<file path="src/rtl/mmc_sched_pkg.sv">
// Shared command encodings, FSM states and default timing for the per-channel
// DRAM command scheduler.
package mmc_sched_pkg;

  localparam logic [1:0] CMD_PO = 2'b00;
  localparam logic [1:0] CMD_PC = 2'b01;
  localparam logic [1:0] CMD_RD = 2'b10;
  localparam logic [1:0] CMD_WR = 2'b11;

  localparam int T_PO_DEF     = 3;
  localparam int T_PC_DEF     = 3;
  localparam int T_CCD_DEF    = 2;
  localparam int T_COL_PC_DEF = 2;

  // Width of every spacing counter; all timing parameters must fit.
  localparam int CNT_W = 4;

  typedef enum logic [2:0] {
    ST_IDLE    = 3'd0,
    ST_CHECK   = 3'd1,
    ST_PC      = 3'd2,
    ST_WAIT_PC = 3'd3,
    ST_PO      = 3'd4,
    ST_WAIT_PO = 3'd5,
    ST_COL     = 3'd6,
    ST_CLOSE   = 3'd7
  } sched_state_e;

endpackage

</file>
<file path="src/rtl/mmc_bank_table.sv">
// Per-bank open flag and open page storage: one combinational read port, one
// write port, asynchronously cleared so every bank starts closed.
module mmc_bank_table #(
  parameter int BANK_W = 5,
  parameter int PAGE_W = 13
) (
  input  logic              clk,
  input  logic              rst_ni,
  input  logic [BANK_W-1:0] rd_bank_i,
  output logic              rd_open_o,
  output logic [PAGE_W-1:0] rd_page_o,
  input  logic              wr_en_i,
  input  logic [BANK_W-1:0] wr_bank_i,
  input  logic              wr_open_i,
  input  logic [PAGE_W-1:0] wr_page_i
);

  localparam int NUM_BANKS = 2**BANK_W;

  logic [NUM_BANKS-1:0] open_q;
  logic [PAGE_W-1:0]    page_q [NUM_BANKS];

  always_ff @(posedge clk or negedge rst_ni) begin
    if (!rst_ni) begin
      open_q <= '0;
      for (int i = 0; i < NUM_BANKS; i++) begin
        page_q[i] <= '0;
      end
    end else if (wr_en_i) begin
      open_q[wr_bank_i] <= wr_open_i;
      page_q[wr_bank_i] <= wr_page_i;
    end
  end

  assign rd_open_o = open_q[rd_bank_i];
  assign rd_page_o = page_q[rd_bank_i];

endmodule

</file>
<file path="src/rtl/mmc_cmd_sched.sv">
// Per-channel DRAM command scheduler: PO/PC/RD/WR sequencing with bank page
// tracking. Define MMC_SCHED_CLOSED_PAGE_EN for a closed-page policy.
module mmc_cmd_sched
  import mmc_sched_pkg::*;
#(
  parameter int BANK_W   = 5,
  parameter int PAGE_W   = 13,
  parameter int LINE_W   = 7,
  parameter int T_PO     = T_PO_DEF,
  parameter int T_PC     = T_PC_DEF,
  parameter int T_CCD    = T_CCD_DEF,
  parameter int T_COL_PC = T_COL_PC_DEF
) (
  input  logic              clk,
  input  logic              reset_poweron,
  input  logic              dfi__sched__init_done,
  input  logic              req__sched__valid,
  input  logic              req__sched__write,
  input  logic [BANK_W-1:0] req__sched__bank,
  input  logic [PAGE_W-1:0] req__sched__page,
  input  logic [LINE_W-1:0] req__sched__line,
  output logic              sched__req__ready,
  output logic              sched__dfi__cs,
  output logic              sched__dfi__cmd1,
  output logic              sched__dfi__cmd0,
  output logic [BANK_W-1:0] sched__dfi__bank,
  output logic [PAGE_W-1:0] sched__dfi__addr,
  output logic              sched__rd_issue,
  output logic              sched__wr_issue
);

  sched_state_e state_q, state_d;

  logic              req_write_q;
  logic [BANK_W-1:0] req_bank_q;
  logic [PAGE_W-1:0] req_page_q;
  logic [LINE_W-1:0] req_line_q;

  logic [CNT_W-1:0]  wait_q, wait_d, ccd_q, ccd_d, colpc_q, colpc_d;
  logic [BANK_W-1:0] colpc_bank_q, colpc_bank_d;

  logic              ready_q, ready_d, cs_q, cs_d, rd_q, rd_d, wr_q, wr_d;
  logic [1:0]        cmd_q, cmd_d;
  logic [BANK_W-1:0] bank_q, bank_d;
  logic [PAGE_W-1:0] addr_q, addr_d;

  logic              tbl_open_s, tbl_we_s, tbl_wr_open_s, accept_s, ccd_ok_s, colpc_ok_s;
  logic [PAGE_W-1:0] tbl_page_s, line_ext_s;

  mmc_bank_table #(.BANK_W(BANK_W), .PAGE_W(PAGE_W)) u_bank_table (
    .clk       (clk),
    .rst_ni    (reset_poweron),
    .rd_bank_i (req_bank_q),
    .rd_open_o (tbl_open_s),
    .rd_page_o (tbl_page_s),
    .wr_en_i   (tbl_we_s),
    .wr_bank_i (req_bank_q),
    .wr_open_i (tbl_wr_open_s),
    .wr_page_i (req_page_q)
  );

  assign accept_s   = req__sched__valid & ready_q;
  assign ccd_ok_s   = (ccd_q == '0);
  // The column-to-PC counter only restrains the bank that issued the last column.
  assign colpc_ok_s = (colpc_q == '0) || (colpc_bank_q != req_bank_q);

  always_comb begin
    line_ext_s                = '0;
    line_ext_s[LINE_W-1:0]    = req_line_q;
  end

  // Each state_d entering PC/PO/COL registers that command, so it is visible
  // in the same cycle the FSM occupies the command state.
  always_comb begin
    state_d       = state_q;
    wait_d        = wait_q;
    ccd_d         = (ccd_q != '0) ? ccd_q - 1'b1 : ccd_q;
    colpc_d       = (colpc_q != '0) ? colpc_q - 1'b1 : colpc_q;
    colpc_bank_d  = colpc_bank_q;
    tbl_we_s      = 1'b0;
    tbl_wr_open_s = 1'b0;
    cs_d          = 1'b0;
    cmd_d         = 2'b00;
    bank_d        = '0;
    addr_d        = '0;
    rd_d          = 1'b0;
    wr_d          = 1'b0;

    case (state_q)
      ST_IDLE: begin
        if (accept_s) state_d = ST_CHECK;
        else          state_d = ST_IDLE;
      end
      ST_CHECK: begin
        if (tbl_open_s && (tbl_page_s == req_page_q)) begin
          if (ccd_ok_s) state_d = ST_COL;
          else          state_d = ST_CHECK;
        end else if (!tbl_open_s) begin
          state_d = ST_PO;
        end else if (colpc_ok_s) begin
          state_d = ST_PC;
        end else begin
          state_d = ST_CHECK;
        end
      end
      ST_PC: begin
        wait_d = CNT_W'(T_PC - 2);
`ifdef MMC_SCHED_CLOSED_PAGE_EN
        state_d = ST_IDLE;
`else
        state_d = ST_WAIT_PC;
`endif
      end
      ST_WAIT_PC: begin
        if (wait_q == '0) state_d = ST_PO;
        else              wait_d  = wait_q - 1'b1;
      end
      ST_PO: begin
        wait_d  = CNT_W'(T_PO - 2);
        state_d = ST_WAIT_PO;
      end
      ST_WAIT_PO: begin
        if (wait_q != '0) wait_d  = wait_q - 1'b1;
        else if (ccd_ok_s) state_d = ST_COL;
        else               state_d = ST_WAIT_PO;
      end
      ST_COL: begin
`ifdef MMC_SCHED_CLOSED_PAGE_EN
        state_d = ST_CLOSE;
`else
        state_d = ST_IDLE;
`endif
      end
      ST_CLOSE: begin
        if (colpc_ok_s) state_d = ST_PC;
        else            state_d = ST_CLOSE;
      end
      default: state_d = ST_IDLE;
    endcase

    case (state_d)
      ST_PC: begin
        cs_d          = 1'b1;
        cmd_d         = CMD_PC;
        bank_d        = req_bank_q;
        tbl_we_s      = 1'b1;
        tbl_wr_open_s = 1'b0;
      end
      ST_PO: begin
        cs_d          = 1'b1;
        cmd_d         = CMD_PO;
        bank_d        = req_bank_q;
        addr_d        = req_page_q;
        tbl_we_s      = 1'b1;
        tbl_wr_open_s = 1'b1;
      end
      ST_COL: begin
        cs_d         = 1'b1;
        cmd_d        = req_write_q ? CMD_WR : CMD_RD;
        bank_d       = req_bank_q;
        addr_d       = line_ext_s;
        rd_d         = ~req_write_q;
        wr_d         = req_write_q;
        ccd_d        = CNT_W'(T_CCD - 1);
        colpc_d      = CNT_W'(T_COL_PC - 1);
        colpc_bank_d = req_bank_q;
      end
      default: begin
        cs_d = 1'b0;
      end
    endcase

    ready_d = (state_d == ST_IDLE) && dfi__sched__init_done;
  end

  // FSM, spacing counters and registered DFI outputs.
  always_ff @(posedge clk or negedge reset_poweron) begin
    if (!reset_poweron) begin
      state_q      <= ST_IDLE;
      wait_q       <= '0;
      ccd_q        <= '0;
      colpc_q      <= '0;
      colpc_bank_q <= '0;
      ready_q      <= 1'b0;
      cs_q         <= 1'b0;
      cmd_q        <= 2'b00;
      bank_q       <= '0;
      addr_q       <= '0;
      rd_q         <= 1'b0;
      wr_q         <= 1'b0;
    end else begin
      state_q      <= state_d;
      wait_q       <= wait_d;
      ccd_q        <= ccd_d;
      colpc_q      <= colpc_d;
      colpc_bank_q <= colpc_bank_d;
      ready_q      <= ready_d;
      cs_q         <= cs_d;
      cmd_q        <= cmd_d;
      bank_q       <= bank_d;
      addr_q       <= addr_d;
      rd_q         <= rd_d;
      wr_q         <= wr_d;
    end
  end

  // Request capture on handshake.
  always_ff @(posedge clk or negedge reset_poweron) begin
    if (!reset_poweron) begin
      req_write_q <= 1'b0;
      req_bank_q  <= '0;
      req_page_q  <= '0;
      req_line_q  <= '0;
    end else if (accept_s) begin
      req_write_q <= req__sched__write;
      req_bank_q  <= req__sched__bank;
      req_page_q  <= req__sched__page;
      req_line_q  <= req__sched__line;
    end
  end

  assign sched__req__ready = ready_q;
  assign sched__dfi__cs    = cs_q;
  assign sched__dfi__cmd1  = cmd_q[1];
  assign sched__dfi__cmd0  = cmd_q[0];
  assign sched__dfi__bank  = bank_q;
  assign sched__dfi__addr  = addr_q;
  assign sched__rd_issue   = rd_q;
  assign sched__wr_issue   = wr_q;

endmodule

</file>
<file path="config.mk">
export PLATFORM = sky130hd
export DESIGN_NAME = mmc_cmd_sched
export DESIGN_NICKNAME = d
export VERILOG_FILES = /design/src/rtl/mmc_sched_pkg.sv /design/src/rtl/mmc_bank_table.sv /design/src/rtl/mmc_cmd_sched.sv
export SDC_FILE = /design/constraint.sdc
export NUM_CORES = 1
export LEC_CHECK = 0
export ABC_CLOCK_PERIOD_IN_PS = 4700
export BUFFER_PORTS_ARGS = -buffer_cell sky130_fd_sc_hd__buf_2
export CELL_PAD_IN_SITES_DETAIL_PLACEMENT = 0
export CELL_PAD_IN_SITES_GLOBAL_PLACEMENT = 1
export CORE_MARGIN = 8
export CORE_UTILIZATION = 55
export CTS_BUF_LIST = sky130_fd_sc_hd__clkbuf_4 sky130_fd_sc_hd__clkbuf_8
export DETAILED_ROUTE_END_ITERATION = 7
export PLACE_DENSITY = 0.84
export SLEW_MARGIN = 0
export SYNTH_ARGS = -nofsm -noshare
export SYNTH_HDL_FRONTEND = slang
export SYNTH_SLANG_ARGS = --single-unit
</file>
<file path="constraint.sdc">
create_clock -name clk -period 4.7 [get_ports clk]
set_input_delay 1.41 -clock clk [delete_from_list [all_inputs] [get_ports clk]]
set_output_delay 1.41 -clock clk [all_outputs]
set_load 0.005 [all_outputs]
</file>
==> results of run 1 <==
power by group:
group,switching [mW],internal [mW]
Clock,1.85,2.54
Sequential,0.831,5.71
Combinational,3.48,2.55
Total,6.17,10.8
cell type report:
| class | count | area, sq um | share of cell area |
|---|---|---|---|
| clock buffers | 142 | 1760 | 0.0631 |
| flip-flops and latches | 518 | 13000 | 0.465 |
| inverters | 10 | 37.5 | 0.00134 |
| well taps | 592 | 741 | 0.0265 |
| multi-input cells | 1117 | 10800 | 0.387 |
| repair buffers | 162 | 1420 | 0.0508 |
| diodes | 1 | 2.50 | 0.0000897 |
| clock inverters | 18 | 191 | 0.00686 |
how the worst max path moves through the flow:
stage                  start                  endpoint  slack, ns  depth (start not counted)
6_report       req_bank_q[0]  u_bank_table.page_q[409]       0.11                         14
3_5_place_dp   req_bank_q[0]   u_bank_table.page_q[77]      -0.30                         13
4_1_cts        req_bank_q[0]   u_bank_table.page_q[77]     0.0004                         13
2_1_floorplan  req_bank_q[1]  u_bank_table.page_q[314]       1.05                         16
3_3_place_gp   req_bank_q[0]   u_bank_table.page_q[77]      -0.29                         13
5_1_grt        req_bank_q[3]   u_bank_table.page_q[65]      -0.02                         13
cells in the final DEF (no fill, tap or decap), types with 4 or more instances in the layout:
cell and count:
a21o_4 13, inv_1 10, a22o_1 7, xnor2_1 13
mux2i_1 222, a21oi_1 17, nor3_1 9, a211o_1 6
mux2_2 188, mux2_1 180, clkbuf_4 31, clkinv_2 9
nand2_1 41, and3_1 14, nor2b_1 9, dfrtp_1 516
a211o_4 5, clkbuf_8 111, nand4b_1 4, a21o_1 4
and2_1 4, buf_12 26, ha_1 7, o22ai_1 107
buf_2 52, nand4bb_1 4, nor2_1 23, o31ai_1 22
nor3b_1 5, a21oi_4 8, nor4_1 21, o21ai_0 44
nor4_2 8, mux2_4 80, buf_4 83
per-stage QoR:
step	instances	total power, mW	setup WS (ns)	hold slack [ns]
after floorplan	1810	10.4	1.05	0.443
after CTS	2556	16.9	0.000365	0.492
final	2560	17.0	0.106	0.488
after global routing	2560	17.7	-0.0220	0.499
after global placement	2396	12.3	-0.286	0.460
after detailed placement	2396	12.5	-0.303	0.476
what timing repair did:
action,CTS,global route
buffers inserted,0,3
resized for setup,4,12
setup endpoints to repair,435,431
pin swaps,1,2
cells by family (layout without fill, tap and decap cells):
| group | Yosys count | after routing | synth area share |
|---|---|---|---|
| buffers and inverters | 175 | 332 | 0.0415 |
| muxes | 672 | 672 | 0.308 |
| DFF | 518 | 518 | 0.525 |
| xor gates and xnor gates | 16 | 16 | 0.00568 |
| adders and majority gates | 7 | 7 | 0.00355 |
| AOI/OAI and AO/OA | 246 | 246 | 0.0732 |
| and+or+nand+nor | 176 | 176 | 0.0424 |
| other | 0 | 1 | 0 |
state kept, by name, indices dropped and copies added, names as in the netlist:
register	cells
u_bank_table.page_q	416
u_bank_table.open_q	32
req_page_q	13
sched__dfi__addr	13
req_line_q	7
colpc_bank_q	5
req_bank_q	5
sched__dfi__bank	5
ccd_q	4
colpc_q	4
wait_q	4
state_q	3
cmd_q	2
req_write_q	1
sched__dfi__cs	1
sched__rd_issue	1
sched__req__ready	1
sched__wr_issue	1
metal layers:
metal / share of wire / track usage / up-vias
met5: 0 / 0 / -
met4: 0.045 / 0.130 / 0
met3: 0.070 / 0.0606 / 149
met2: 0.46 / 0.412 / 606
met1: 0.42 / 0.345 / 8287
li1: - / - / 6843
worst max-delay path: stages, from the launching register on:
cell and delay, ns:
dfrtp_1 0.52, buf_4 0.23, or4b_4 0.69, o22ai_1 0.38
nor4_1 0.14, and3_1 0.21, nor4_2 0.29, nand4_1 0.13
buf_4 0.19, or4_4 0.57, nand4b_4 0.16, buf_12 0.20
a211o_1 0.19, buf_12 0.17, mux2_2 0.35
==> summary.md, run 1 <==
| Metric | Value |
|---|---|
| Clock transition at path regs | 0.06 ns |
| CTS H-tree lvls | 3 |
| Synth area leaders | dfrtp_1 53%, mux2i_1 9.0%, mux2_2 8.6%, mux2_1 8.2%, mux2_4 4.9% |
| Grt ovf | 0 |
| R2R cell count | 14 |
| Worst-margin pin slew | 1.03 ns |
| Port Buf Inserts | 53 |
| Die area | approximately 52000 sq um |
| Layout fillers | ~3300 |
| Commonest cells post-synth | 518 x dfrtp_1, 222 x mux2i_1, 188 x mux2_2 |
| Core area | around 44000 sq um |
| Drc violations | 0 |
| Post-detail-place hpwl | ~45000 microns |
| Synth Flop Type | dfrtp_1 |
| Post-synth EDFFs | 0 |
| Clk_lat worst skew | between 0.6 and 0.7 ns |
| Vias/cell | 6.21 |
| Drt wl/cell | around 27 microns |
| Num ports | 54 |
| Synth Register Bits | between 500 and 600 |
| Largest net degree at the start of global routing | 120 |
| Gr usage total | 0.264 |
| Cell variety after synth | between 60 and 70 |
| Sequential fraction of the synthesis area | 0.525 |
| Final Hold Fails | 0 |
| Hold path depth | 1 |
| Static Leak | around 14 nW |
| Setup slack on the worst flop-to-flop path | between 0.1 and 0.15 ns |
| Global-route wire length before repair | between 100000 and 150000 microns |
| # rows | 77 |
| Layout Skew | 0.0336 ns |
| RePlAce Congestion | 0.920 |
| Area delta synth->final | 13.1% |
| Max-Slew Margin vs Limit | 0.314 |
| Dpl cell area | about 26000 sq um |
| Fmax | 218 MHz |
| Synth Area per Inst | between 10 and 15 sq um |
| Mapped Area | ~25000 sq um |
| Hold Crit Class | reg -> reg |
| R2R Path End | u_bank_table.page_q[409] |
| CTS tree | done |
| Total Neg Setup Slack | 0 ns |
| Horiz. Die Dim | approximately 230 microns |
| Detailed-route via count | ~16000 |
| ANT nets after route | 0 |
| Synth Warn # | 0 |
| Initial DRT Pass Iterations | 5 |
| Final #Nets | roughly 1900 |
| Critical path type | reg -> reg |
| Hold EP | u_bank_table.page_q[297] |
| # hold bufs at CTS | 0 |
| Setup Viol. Count Final | 0 |
| Root buf cell | clkbuf_8 |
| Core Util, Final | 0.631 |
| Peak fanout along the critical path | 27 |
| Number of global-route vias before repair | 16600 |
| CP arrival | 5.13 ns |
| Final period utilization | 0.977 |
| Share of cells above drive strength 1 | 0.329 |
| Yosys top cell area share | 0.525 |
| Crit. End Element | register |
| RR Startpoint | req_bank_q[0] |
| Initial antenna violation count | 1 |
| Initial DRC count | about 1500 |
| Initial core utilization | 0.558 |
| Tmin final | between 4 and 5 ns |
| Final WL | just under 70000 microns |
| Top-count cell post-synth | dfrtp_1 |
| Status | finished, final reports clean |
| Max rail drop VDD | 525 uV |
| Post-route cell area | 27900 sq um |
| Slew Viols, Final | 0 |
| Hold_sp | u_bank_table.page_q[297] |
| Num CTS Buffers | slightly below 90 |
| Cells after Synth | 1810 |
| PwrDens | a little over 600 nW/um^2 |
| Syn Nets | 1847 |
| CTS Buffer Depth | 3 |
| Max_cap viols | 0 |
| Fraction of registers with async set/reset | 1.00 |
| Sink Count | just over 500 |
| Worst path required time | between 5 and 6 ns |
| Die height | approximately 230 microns |
| Critical path startpoint category | register |
| Post-synth top area cell | dfrtp_1 |
Power figures use the tool's default switching activity.
==> run 2: changes to the inputs <==
Settings changed: ABC_CLOCK_PERIOD_IN_PS 4700 to 4150, CORE_ASPECT_RATIO from default to 0.7, CORE_UTILIZATION 55 to 49, PLACE_DENSITY 0.84 to 0.79.
Clock period 4.7 ns to 4.15 ns, I/O delays scaled along.
==> run 2 against run 1 <==
Net effect: the run now ends with setup timing left; first-iteration DRC count rose by 5.7%; clock power is 3% higher; worst setup slack worse by 0.25 ns; die area grew 12%; worst hold slack got worse by 0.0034 ns; final area is 8.4% higher; sequential cell count unchanged; via count increased by 6.1%; largest power group is now combinational cells; highest routed layer unchanged.
==> summary.md, run 2 (synthesis gave the netlist of run 1 again) <==
| Metric | Value |
|---|---|
| Largest net degree at the start of global routing | 86 (was 120) |
| Pre-CTS setup slack | -0.311 ns (was -0.303 ns) |
| Commonest cells after routing, fill and taps aside | 514 x dfrtp_1, 195 x mux2i_1, 182 x buf_4 (was 516 x dfrtp_1, 222 x mux2i_1, 188 x mux2_2) |
| Initial DRC count | 1554 (was 1470) |
| Vias/cell | 6.08 (was 6.21) |
| Gr usage total | 0.252 (was 0.264) |
| Critical path type | reg -> reg (unchanged) |
| # rows | 68 (was 77) |
| Global-route wire length before repair | 111000 microns (was 105000 microns) |
| Hold path depth | 1 (unchanged) |
| Drt wl/cell | 27.7 microns (was 26.8 microns) |
| Hold Crit Class | reg -> reg (unchanged) |
| Port Buf Inserts | 53 (unchanged) |
| Regs by FF count | u_bank_table.page_q (416), u_bank_table.open_q (32) (unchanged) |
| Final WL | 76800 microns (was 68500 microns) |
| Worst path required time | 4.66 ns (was 5.24 ns) |
| ANT nets after route | 0 (unchanged) |
| Num ports | 54 (unchanged) |
| Crit-path slowest cell | dfrtp_4 (was or4b_4) |
| Failing checks | setup timing |
| Fin worst setup slack | -0.142 ns (was 0.106 ns) |
| Detailed-route via count | 16900 (was 15900) |
| Crit. End Element | register (unchanged) |
| Max_cap viols | 0 (unchanged) |
| Critical path startpoint category | register (unchanged) |
| PwrDens | 678 nW/um^2 (was 608 nW/um^2) |
| Setup Viol. Count Final | 356 (was 0) |
| Status | finished with violations (was finished, final reports clean) |
| CTS Buffer Depth | 3 (unchanged) |
| Peak fanout along the critical path | 12 (was 27) |
| Initial DRT Pass Iterations | 5 (unchanged) |
| Flip-flop and latch area | 13000 sq um (about the same) |
| Most common cell after layout, fill and taps aside | dfrtp_1 (unchanged) |
| Max rail drop VDD | 450 uV (was 525 uV) |
| Area delta synth->final | 22.6% (was 13.1%) |
| Most used cell, CP | buf_12 |
| Final #Nets | 2083 (was 1933) |
| Die height | 204 microns (was 228 microns) |
| Slew Viols, Final | 0 (unchanged) |
| CTS tree | done (unchanged) |
| Horiz. Die Dim | 284 microns (was 228 microns) |
| Most flops, register | u_bank_table.page_q (unchanged) |
| Root buf cell | clkbuf_8 (unchanged) |
| CTS H-tree lvls | 3 (unchanged) |
| Clock transition at path regs | 0.06 ns (about the same) |
| Die area | 57900 sq um (was 51900 sq um) |
| RSZ-0062 raised after global routing | yes |
| Num CTS Buffers | 81 (was 87) |
| Drc violations | 0 (unchanged) |
| Final Hold Fails | 0 (unchanged) |
| # hold bufs at CTS | 0 (unchanged) |
| Critical path, cell by cell | buf_12 > buf_12 > mux2i_1 > o22ai_1 > nor4_2 > buf_4 > a21oi_1 > nor4_2 > nand4_1 > buf_4 > or4_4 > nand4b_4 > bufbuf_16 > a21o_4 > buf_12 > mux2_1 (was buf_4 > or4b_4 > o22ai_1 > nor4_1 > and3_1 > nor4_2 > nand4_1 > buf_4 > or4_4 > nand4b_4 > buf_12 > a211o_1 > buf_12 > mux2_2) |
| Worst-margin pin slew | 0.949 ns (was 1.03 ns) |
| Grt ovf | 0 (unchanged) |
| CP arrival | 4.81 ns (was 5.13 ns) |
| Share of cells above drive strength 1 | 0.409 (was 0.329) |
| Number of global-route vias before repair | 16800 (was 16600) |
| Hold slack final | 0.484 ns (was 0.488 ns) |
| Post-detail-place hpwl | 49700 microns (was 45200 microns) |
| Max FFs per register | 416 (unchanged) |
| Final period utilization | 1.03 (was 0.977) |
| Sink Count | 518 (unchanged) |
| Clk_lat worst skew | 0.66 ns (was 0.68 ns) |
| Fmax | 233 MHz (was 218 MHz) |
| RePlAce Congestion | 0.914 (was 0.920) |
| CP max stage delay | 0.55 ns (was 0.69 ns) |
| Multi-input gate area | 11600 sq um (was 10800 sq um) |
| Layout fillers | 3770 (was 3297) |
| Initial antenna violation count | 2 (was 1) |
| Static Leak | 14.6 nW (was 13.6 nW) |
| Max-Slew Margin vs Limit | 0.366 (was 0.314) |
| Core area | 49500 sq um (was 44200 sq um) |
| R2R cell count | 16 (was 14) |
| Initial core utilization | 0.498 (was 0.558) |
| Tmin final | 4.29 ns (was 4.59 ns) |
| Layout Skew | 0.0352 ns (was 0.0336 ns) |
==> run 2: cell count changes in the layout (fill, tap and decap cells not counted), sizes merged <==
cell,delta
buf,+144
bufinv,-2
clkbuf,-12
bufbuf,+3
a211o,+4
clkinv,+3
inv,-1
clkinvlp,-2
==> run 2: path summary, 6_finish.rpt <==
check / from / end / slack, ns
setup / recovery: req_bank_q[1] / u_bank_table.page_q[93] / -0.14
hold / removal: req_line_q[1] / sched__dfi__addr[1] / 0.48
setup reg to reg: req_bank_q[1] / u_bank_table.page_q[93] / -0.14
hold reg to reg: req_line_q[1] / sched__dfi__addr[1] / 0.48
max in group asynchronous: reset_poweron / u_bank_table.page_q[244] / 2.47
min in group asynchronous: reset_poweron / colpc_q[1] / 0.60
==> run 2: per-stage QoR <==
stage	power [mW]	utilization	instances	area, sq um	TNS (ns)
floorplan	11.7	-	1810	24700	0
global placement	14.5	0.544	2567	26900	-66.97
detailed placement	14.7	0.544	2567	26900	-93.38
CTS	19.5	0.586	2720	29000	-12.33
global route	21.4	0.611	2769	30300	-51.65
finish	20.5	0.611	2770	30300	-24.17
==> run 2: what timing repair did <==
action	in CTS	in global routing
setup endpoints to repair	435	422
buffers inserted	8	41
gates resized for setup	41	156
pin swaps	13	12
cloned	4	8
==> run 2: power by group <==
part / internal (mW) / switching (mW) / leakage (nW)
combinational: 4.01 / 4.48 / 6.80
sequential: 6.47 / 1.02 / 6.91
clock: 2.48 / 2.05 / 0.909
==> run 2: layout make-up <==
class	count	area share
clock inverter	16	0.00368
tap	665	0.0275
clock buffer	125	0.0521
antenna	1	0.0000827
inverter	10	0.00124
timing repair buffer	314	0.105
multi-input combinational	1121	0.382
sequential	518	0.429
==> run 2: per-layer routing <==
| metal | GRT usage | part of all wire |
|---|---|---|
| met1 | 0.364 | 0.45 |
| met2 | 0.368 | 0.44 |
| met3 | 0.0744 | 0.092 |
| met4 | 0.0725 | 0.024 |
| met5 | 0 | 0 |
==> run 2: critical path: cells and delay by family, from the launching register on <==
| family | cells | cell delay (ns) |
|---|---|---|
| simple gates | 5 | 1.31 |
| buf+inv | 6 | 1.16 |
| mux | 2 | 0.67 |
| flops | 1 | 0.55 |
| compound gates | 3 | 0.44 |
